<file path="config.mk">
export PLATFORM = sky130hd
export DESIGN_NAME = rc5_key_schedule_flat
export DESIGN_NICKNAME = d
export VERILOG_FILES = /design/src/rtl/rc5_pkg.sv /design/src/rtl/rc5_key_schedule_if.sv /design/src/rtl/rc5_rotl.sv /design/src/rtl/rc5_key_schedule.sv /design/src/flat_wrapper.sv
export SDC_FILE = /design/constraint.sdc
export NUM_CORES = 2
export LEC_CHECK = 0
export CAP_MARGIN = 40
export CORE_MARGIN = 2
export CORE_UTILIZATION = 50
export DETAILED_ROUTE_END_ITERATION = 7
export GPL_TIMING_DRIVEN = 0
export PLACE_DENSITY = 0.66
export RECOVER_POWER = 25
export SETUP_SLACK_MARGIN = 0.1
export SYNTH_ARGS = -nofsm -noshare
export SYNTH_HDL_FRONTEND = slang
export SYNTH_SLANG_ARGS = --single-unit
</file>
<file path="constraint.sdc">
create_clock -name clk1 -period 17.49 [get_ports clk1]
set_clock_uncertainty 0.15 [all_clocks]
set_input_delay 2.6235 -clock clk1 [delete_from_list [all_inputs] [get_ports clk1]]
set_output_delay 2.6235 -clock clk1 [all_outputs]
set_load 0.02 [all_outputs]
</file>
<file path="src/rtl/rc5_pkg.sv">
// rc5_pkg: shared state encoding, sizing helpers and magic constants for the RC5/RC6 key schedule.
package rc5_pkg;
  typedef enum logic [1:0] {IDLE, INIT_S, MIX, DONE} state_e;
  localparam logic [15:0] P16 = 16'hB7E1;
  localparam logic [15:0] Q16 = 16'h9E37;
  localparam logic [31:0] P32 = 32'hB7E15163;
  localparam logic [31:0] Q32 = 32'h9E3779B9;
  localparam logic [63:0] P64 = 64'hB7E151628AED2A6B;
  localparam logic [63:0] Q64 = 64'h9E3779B97F4A7C15;
  function automatic int t_words(input int r, input int rc6);
    return rc6 != 0 ? 2 * r + 4 : 2 * (r + 1);
  endfunction
  function automatic int c_words(input int b, input int w);
    return (b + w / 8 - 1) / (w / 8);
  endfunction
  function automatic int n_iters(input int t, input int c);
    return 3 * (t > c ? t : c);
  endfunction
  function automatic int addr_len(input int x);
    return $clog2(x) < 1 ? 1 : $clog2(x);
  endfunction
endpackage

</file>
<file path="src/rtl/rc5_key_schedule_if.sv">
// rc5_key_schedule_if: key load, start/status and S-table read port of the key schedule.
interface rc5_key_schedule_if #(
  parameter int W = 32,
  parameter int T_LEN = 5,
  parameter int B_LEN = 4
);
  logic start;
  logic key_we;
  logic [B_LEN-1:0] key_addr;
  logic [7:0] key_byte;
  logic [T_LEN-1:0] s_rd_addr;
  logic [W-1:0] s_rd_data;
  logic busy;
  logic done;
  modport master(output start, key_we, key_addr, key_byte, s_rd_addr, input s_rd_data, busy, done);
  modport slave(input start, key_we, key_addr, key_byte, s_rd_addr, output s_rd_data, busy, done);
endinterface

</file>
<file path="src/rtl/rc5_rotl.sv">
// rc5_rotl: combinational variable left-rotate of a W-bit word.
module rc5_rotl #(
  parameter int W = 32
) (
  input  logic [W-1:0] data,
  input  logic [$clog2(W)-1:0] amount,
  output logic [W-1:0] result
);
  // a shift by W yields zero, so amount 0 degenerates cleanly to data
  assign result = (data << amount) | (data >> (W - int'(amount)));
endmodule

</file>
<file path="src/rtl/rc5_key_schedule.sv">
// rc5_key_schedule: RC5/RC6 key expansion (key load, P/Q fill, 3*max(T,C) mix) with a registered S read port.
module rc5_key_schedule
  import rc5_pkg::*;
#(
  parameter int W = 32,
  parameter int R = 12,
  parameter int B = 16,
  parameter int RC6 = 0,
  parameter logic [W-1:0] P_W = W'(P32),
  parameter logic [W-1:0] Q_W = W'(Q32)
) (
  input logic clk1,
  input logic rst,
  rc5_key_schedule_if.slave bus
);
  localparam int T = t_words(R, RC6);
  localparam int U = W / 8;
  localparam int C = c_words(B, W);
  localparam int N = n_iters(T, C);
  localparam int T_LEN = addr_len(T);
  localparam int C_LEN = addr_len(C);
  localparam int N_LEN = addr_len(N);
  localparam int B_LEN = addr_len(B);
  localparam int SH = $clog2(W);
  state_e state_q;
  logic [W-1:0] s_q [T];
  logic [W-1:0] l_q [C];
  logic [W-1:0] a_q, b_q, pq_q, rd_q;
  logic [T_LEN-1:0] i_q;
  logic [C_LEN-1:0] j_q;
  logic [N_LEN-1:0] n_q;
  logic busy_q, done_q;
  logic [W-1:0] a_d, b_d;
  logic go;
  assign go = bus.start && (state_q == IDLE || state_q == DONE);
  rc5_rotl #(.W(W)) u_rot_a (.data(s_q[i_q] + a_q + b_q), .amount(SH'(3)), .result(a_d));
  rc5_rotl #(.W(W)) u_rot_b (.data(l_q[j_q] + a_d + b_q), .amount(SH'(a_d + b_q)), .result(b_d));
  assign bus.s_rd_data = rd_q;
  assign bus.busy = busy_q;
  assign bus.done = done_q;
  // busy/done trail the state by one edge; i doubles as the fill index k during INIT_S
  always_ff @(posedge clk1 or negedge rst)
    if (!rst) begin
      state_q <= IDLE;
      a_q <= '0;
      b_q <= '0;
      pq_q <= '0;
      rd_q <= '0;
      i_q <= '0;
      j_q <= '0;
      n_q <= '0;
      busy_q <= 1'b0;
      done_q <= 1'b0;
      for (int x = 0; x < T; x++) s_q[x] <= '0;
      for (int x = 0; x < C; x++) l_q[x] <= '0;
    end else begin
      rd_q <= (int'(bus.s_rd_addr) < T) ? s_q[bus.s_rd_addr] : '0;
      busy_q <= state_q == INIT_S || state_q == MIX;
      done_q <= state_q == DONE && !go;
      if (bus.key_we && !busy_q)
        for (int x = 0; x < C; x++)
          for (int y = 0; y < U; y++)
            if (x * U + y < B && bus.key_addr == B_LEN'(x * U + y)) l_q[x][8*y +: 8] <= bus.key_byte;
      if (go) begin
        state_q <= INIT_S;
        i_q <= '0;
        pq_q <= P_W;
        a_q <= '0;
        b_q <= '0;
      end else if (state_q == INIT_S) begin
        s_q[i_q] <= pq_q;
        pq_q <= pq_q + Q_W;
        i_q <= (i_q == T_LEN'(T - 1)) ? '0 : i_q + T_LEN'(1);
        if (i_q == T_LEN'(T - 1)) begin
          state_q <= MIX;
          j_q <= '0;
          n_q <= '0;
          a_q <= '0;
          b_q <= '0;
        end
      end else if (state_q == MIX) begin
        s_q[i_q] <= a_d;
        l_q[j_q] <= b_d;
        a_q <= a_d;
        b_q <= b_d;
        i_q <= (i_q == T_LEN'(T - 1)) ? '0 : i_q + T_LEN'(1);
        j_q <= (j_q == C_LEN'(C - 1)) ? '0 : j_q + C_LEN'(1);
        n_q <= n_q + N_LEN'(1);
        if (n_q == N_LEN'(N - 1)) state_q <= DONE;
      end
    end
endmodule

</file>
<file path="src/flat_wrapper.sv">
// flat-port wrapper written by rule: the top's interface ports become plain ports
module rc5_key_schedule_flat import rc5_pkg::*;
#(
  parameter int W = 32,
  parameter int R = 12,
  parameter int B = 16,
  parameter int RC6 = 0,
  parameter logic [W-1:0] P_W = W'(P32),
  parameter logic [W-1:0] Q_W = W'(Q32)
)
  (clk1, rst, bus_start, bus_key_we, bus_key_addr, bus_key_byte, bus_s_rd_addr, bus_s_rd_data, bus_busy, bus_done);
  rc5_key_schedule_if #(.W(W), .T_LEN(5), .B_LEN(4)) bus_i ();
  input logic clk1;
  input logic rst;
  input wire logic [$bits(bus_i.start)-1:0] bus_start;
  input wire logic [$bits(bus_i.key_we)-1:0] bus_key_we;
  input wire logic [$bits(bus_i.key_addr)-1:0] bus_key_addr;
  input wire logic [$bits(bus_i.key_byte)-1:0] bus_key_byte;
  input wire logic [$bits(bus_i.s_rd_addr)-1:0] bus_s_rd_addr;
  output wire logic [$bits(bus_i.s_rd_data)-1:0] bus_s_rd_data;
  output wire logic [$bits(bus_i.busy)-1:0] bus_busy;
  output wire logic [$bits(bus_i.done)-1:0] bus_done;
  assign bus_i.start = bus_start;
  assign bus_i.key_we = bus_key_we;
  assign bus_i.key_addr = bus_key_addr;
  assign bus_i.key_byte = bus_key_byte;
  assign bus_i.s_rd_addr = bus_s_rd_addr;
  assign bus_s_rd_data = bus_i.s_rd_data;
  assign bus_busy = bus_i.busy;
  assign bus_done = bus_i.done;
  rc5_key_schedule #(.W(W), .R(R), .B(B), .RC6(RC6), .P_W(P_W), .Q_W(Q_W)) u_core (.clk1(clk1), .rst(rst), .bus(bus_i));
endmodule
</file>
* Word-level counts from Yosys, hierarchy flattened *
Cells that the tools add are included.

word-level totals
  bits of input ports = 21
  bits in registers = 1,106
  logic and storage cells = 170

operators by class
  bitwise gates (word level) = 6
  shift-type cells = 2
  eq/ne operators = 23
  reductions and logical operators = 19
  order comparisons = 6
  add/subtract/negate cells = 10
  mux-type cells = 64

operators with widths
  operator                                                               count
  832-bit bitwise mux                                                    2
  832-bit 2-to-1 mux                                                     2
  32-bit 2-to-1 mux                                                      18
  128-bit 2-to-1 mux                                                     4
  32-bit binary-select mux with 5-bit select                             2
  32-bit demux with 5-bit select                                         1
  32-bit adder                                                           4
  128-bit bitwise mux                                                    1
  8-bit 2-to-1 mux                                                       16
  32-bit binary-select mux with 2-bit select                             1
  32-bit demux with 2-bit select                                         1
  32-bit adder, second input constant                                    1
  4-bit equality test, second input constant                             8
  32-bit by 3-bit bitwise OR with 32-bit output                          1
  32-bit bitwise OR                                                      1
  32-bit by 5-bit << shifter with 32-bit output                          1
  32-bit by 32-bit right shift with 32-bit output                        1
  7-bit 2-to-1 mux                                                       3
  5-bit 2-to-1 mux                                                       4
  2-bit 2-to-1 mux                                                       9
  4-bit by 3-bit equality test with 1-bit output, second input constant  4
  6-bit >= comparator, second input constant                             2
  5-bit NOT with 6-bit output                                            2
  4-bit by 2-bit equality test with 1-bit output, second input constant  2
  27 further kinds                                                       39

* Logic depth before layout (Yosys ltp) *
  depth after elaboration = 15
  depth in mapped cells = 42
  depth with buffers taken out = 33

* Cells and area by module *
From an unflattened synthesis, not the netlist that was laid out.

second synthesis, totals
  cells, all modules = 6,409
  area total of the unflattened synthesis = 67,016.8 um2

modules (own cells, without submodules)
  module            area an instance (um2)  cells each  instances
  rc5_key_schedule  59,457.0                5,589       1
  rc5_rotl          3,779.9                 410         2

* Least setup slack after synthesis *
OpenSTA, ideal clock, no wires.

  path type = register to register
  start point = register u_core.i_q[0]
  end point = register u_core.b_q[13]
  required time = 17.219 ns
  setup slack = 7.245 ns
  stages on the path, launching flop included = 38
  arrival time = 9.974 ns
  cells stage by stage = dfrtp_1 > buf_2 > buf_2 > buf_2 > buf_2 > buf_1 > mux4_2 > a21oi_1 > o221ai_1 > fa_1 > ha_1 > and2_1 > or3_1 > or3_1 > a21o_1 > a221oi_2 > nor2_1 > a21o_1 > [2 not listed] > ha_1 > clkbuf_1 > inv_2 > buf_1 > clkbuf_1 > buf_1 > ha_1 > clkbuf_1 > inv_1 > buf_1 > clkbuf_1 > clkbuf_1 > nand2_1 > a211oi_1 > a211oi_1 > o22ai_1 > o221ai_1 > a22o_1

on the way
  word-level cells in the longest chain between the ends = 14
  elaborated cells between the ends (all ways) = 20
  classes of those cells = add/sub (6); eq/ne (2); shift (2); mux (6); bitwise (3); reduce/logical (1)

ends and longest elaborated chain
  what                                                                                                                     line                                    text
  from (decl)                                                                                                              rc5_key_schedule.sv:29                  logic [T_LEN-1:0] i_q;
  from (signal assigned)                                                                                                   rc5_key_schedule.sv:73                  i_q <= (i_q == T_LEN'(T - 1)) ? '0 : i_q + T_LEN'(1);
  from (signal assigned)                                                                                                   rc5_key_schedule.sv:86                  i_q <= (i_q == T_LEN'(T - 1)) ? '0 : i_q + T_LEN'(1);
  5-bit NOT with 6-bit output (not written as such)                                                                        rc5_key_schedule.sv:36                  rc5_rotl #(.W(W)) u_rot_a (.data(s_q[i_q] + a_q + b_q), .amount(SH'(3)), .result(a_d));
  32-bit binary-select mux with 5-bit select                                                                               rc5_key_schedule.sv:36
  32-bit 2-to-1 mux (not written as such) (2 in series)                                                                    rc5_key_schedule.sv:36
  32-bit adder (2 in series)                                                                                               rc5_key_schedule.sv:36
  32-bit by 3-bit bitwise OR with 32-bit output                                                                            rc5_rotl.sv:10                          assign result = (data << amount) | (data >> (W - int'(amount)));
  32-bit adder / 5-bit adder (equally long branches)                                                                       rc5_key_schedule.sv:37                  rc5_rotl #(.W(W)) u_rot_b (.data(l_q[j_q] + a_d + b_q), .amount(SH'(a_d + b_q)), .result(b_d));
  32-bit adder / 6-bit by 5-bit subtractor with 7-bit output (equally long branches)                                       rc5_key_schedule.sv:37, rc5_rotl.sv:10
  32-bit by 32-bit right shift with 32-bit output / 32-bit by 5-bit << shifter with 32-bit output (equally long branches)  rc5_rotl.sv:10
  32-bit bitwise OR                                                                                                        rc5_rotl.sv:10
  32-bit 2-to-1 mux                                                                                                        rc5_key_schedule.sv:81                  end else if (state_q == MIX) begin
  32-bit 2-to-1 mux                                                                                                        rc5_key_schedule.sv:70                  end else if (state_q == INIT_S) begin
  32-bit 2-to-1 mux                                                                                                        rc5_key_schedule.sv:64                  if (go) begin
  to (signal assigned)                                                                                                     rc5_key_schedule.sv:69                  b_q <= '0;
  to (signal assigned)                                                                                                     rc5_key_schedule.sv:79                  b_q <= '0;
  to (signal assigned)                                                                                                     rc5_key_schedule.sv:85                  b_q <= b_d;
  to (decl)                                                                                                                rc5_key_schedule.sv:28                  logic [W-1:0] a_q, b_q, pq_q, rd_q;

Parallel ways exist; a longest one is shown, timed or not. The select of a mux whose other input is x is not followed.
A chain may end at the register's enable or synchronous reset.

* Final worst setup path *
  start point = register u_core.i_q[0]
  end point = register u_core.b_q[5]

Same word-level chain as after synthesis.

==> flow_metrics.env <==
export IMPL_via_per_inst=7.07
export IMPL_post_place_cells=8132
export IMPL_crit_type="flip-flop to flip-flop"
export IMPL_cp_common_cell="buf_2"
export IMPL_cts_sinks=1106
export IMPL_synth_edff_count=0
export IMPL_fmax_mhz=58.8
export IMPL_violations="max-capacitance violations, max-slew violations"
export IMPL_slew_viol_final=516
export IMPL_layout_commonest_cell="nand2_1"
export IMPL_final_setup_tns_ps=0
export IMPL_die_w_um=363
export IMPL_maxCapViolCount=4
export IMPL_design_core_area_um2=128000
export IMPL_syn_num_nets=6428
export IMPL_setup_viol=0
export IMPL_yosysSeqAreaShare=0.429
export IMPL_htree_levels=3
export IMPL_drive_gt1_frac=0.159
export IMPL_nets=6769
export IMPL_cts_buffer_depth=3
export IMPL_route_vias_total=59300
export IMPL_slew_headroom=-5.04
export IMPL_async_reset_ff_frac=1.00
export IMPL_holdCritPathClass="flip-flop to flip-flop"
export IMPL_arrival_ps=17490
export IMPL_hpwl_um=235000
export IMPL_start_util=0.505
export IMPL_postPlaceCellArea_um2=69200
export IMPL_avgSynthCellArea_um2=10.3
export IMPL_cts_hold_buf=0
export IMPL_ys_types=101
export IMPL_cp_end_kind="flip-flop"
export IMPL_grt_overflow=0
export IMPL_antenna_found_initial=27
export IMPL_grt_pass1_wl_um=429000
export IMPL_worst_pin_slew_ps=9060
export IMPL_finalCritPeriodShare=0.973
export IMPL_status="finished, violations left"
export IMPL_area_growth_syn_to_layout_pct=14.0
export IMPL_drc=0
export IMPL_cts_root_buf="clkbuf_16"
export IMPL_cts_setup_buffers=0
export IMPL_rows=131
export IMPL_drtIter0Drc=9349
export IMPL_slowest_stage="buf_2"
export IMPL_period_minus_slack_ps=17010
export IMPL_synth_top_flop_cell="dfrtp_1"
export IMPL_wl_per_cell_um=36.8
export IMPL_cts_buffers_inserted=119
export IMPL_cts_resized=0
export IMPL_dieHeight_um=363
export IMPL_grt_setup_unrepaired="no"
export IMPL_postSynthCellCount=6262
export IMPL_final_area_um2=73500
export IMPL_whs_ps=345
export IMPL_dr_pass1_iters=8
export IMPL_ant_nets=0
export IMPL_clock_latency_ps=800
export IMPL_syn_area_um2=64500
export IMPL_numPortBuffers=49
export IMPL_grt_max_degree=169
export IMPL_clkTransAtPathRegs_ps=70
export IMPL_start_kind="flip-flop"
export IMPL_die_area_um2=132000
export IMPL_cpPeakStageDelay_ps=800
export IMPL_yosysWarnings=0
export IMPL_grt_pass1_vias=55700
export IMPL_cts_tree="done"
export IMPL_place_gp_congestion=1.12
export IMPL_final_cell_mix="nand2_1 (1266), dfrtp_1 (1106), o21ai_0 (1066), clkbuf_1 (450), mux4_2 (428)"
export IMPL_required_ps=17960
export IMPL_fin_cells=8385
export IMPL_crit_fanout=10
export IMPL_track_usage=0.466
export IMPL_wl_um=308000
export IMPL_finalHoldViolCount=0
export IMPL_pin_count=55
export IMPL_ys_ff_latch=1106
## worst paths after layout
path / startpoint / endpoint / slack (ps) / depth (start not counted)
max: u_core.i_q[0] / u_core.b_q[5] / 480 / 42
min: u_core.s_q[107] / u_core.s_q[107] / 350 / 2
max reg2reg: u_core.i_q[0] / u_core.b_q[5] / 480 / 42
min reg2reg: u_core.s_q[107] / u_core.s_q[107] / 350 / 2
max in group asynchronous: rst / u_core.s_q[478] / 3330 / 2
min in group asynchronous: rst / u_core.s_q[285] / 3290 / 1
## flip-flops by register name, summed over array words and instances, names as in the netlist
register,cells
u_core.bus.s_rd_data,32
u_core.j_q,2
u_core.i_q,5
u_core.n_q,7
u_core.bus.done,1
u_core.a_q,32
u_core.b_q,32
u_core.bus.busy,1
u_core.l_q,128
u_core.pq_q,32
u_core.state_q,2
u_core.s_q,832
## through the flow
step | utilization | worst slack [ps]
3_3_place_gp | 0.525 | -37490
6_report | 0.575 | 478
3_5_place_dp | 0.541 | 1630
5_1_grt | 0.575 | 608
2_1_floorplan | - | 7250
4_1_cts | 0.575 | 1530
## logic make-up (layout without fill, tap and decap cells)
group,count (synthesis),count (layout),share of synthesized area
flops,1106,1106,0.429
fa+ha+maj,145,145,0.0357
other cells,0,18,0
buf+inv,588,1031,0.0352
xor+xnor,86,86,0.0118
compound gates,1774,1774,0.162
mux,835,835,0.216
simple gates,1728,1728,0.110
## worst max-delay path: cells and delay by family (launching register included)
| family | cells | cell delay (ps) |
|---|---|---|
| fa+ha+maj | 5 | 2090 |
| simple gates | 4 | 630 |
| compound gates | 13 | 3480 |
| xor+xnor | 1 | 470 |
| buf+inv | 18 | 9220 |
| flops | 1 | 390 |
| mux | 1 | 250 |
## Yosys cell counts, drive strengths merged, types with 53 or more instances
| master | count | area (um2) |
|---|---|---|
| nand3 | 54 | 270 |
| xnor2 | 57 | 507 |
| nor3 | 59 | 295 |
| fa | 65 | 1300 |
| buf | 90 | 394 |
| clkbuf | 441 | 1660 |
| mux2 | 135 | 1520 |
| inv | 56 | 210 |
| nor2 | 181 | 684 |
| o21ai | 1083 | 5440 |
| a21oi | 194 | 990 |
| o22ai | 60 | 375 |
| a211oi | 53 | 443 |
| dfrtp | 1106 | 27700 |
| ha | 80 | 1000 |
| nand2 | 1266 | 4750 |
| mux2i | 272 | 2760 |
| mux4 | 428 | 9640 |
## final cells by class
| cell class | count | area (um2) |
|---|---|---|
| clock buffer | 175 | 3620 |
| multi-input combinational | 4568 | 34700 |
| tap | 1662 | 2080 |
| fill | 11100 | 54300 |
| antenna | 18 | 45.0 |
| buffer | 531 | 2080 |
| sequential | 1106 | 27700 |
| timing repair buffer | 220 | 2450 |
| inverter | 57 | 214 |
| clock inverter | 48 | 708 |
## layer usage
layer	part of all wire	wire, um	global-route usage
met4	0.067	20600	0.254
met1	0.37	116000	0.617
met2	0.39	120000	0.603
met3	0.17	52600	0.251
met5	0.00091	280	0.00581
Power is not shown: default switching activity piles up to over one toggle a cycle in this logic, so the estimate is an artifact.
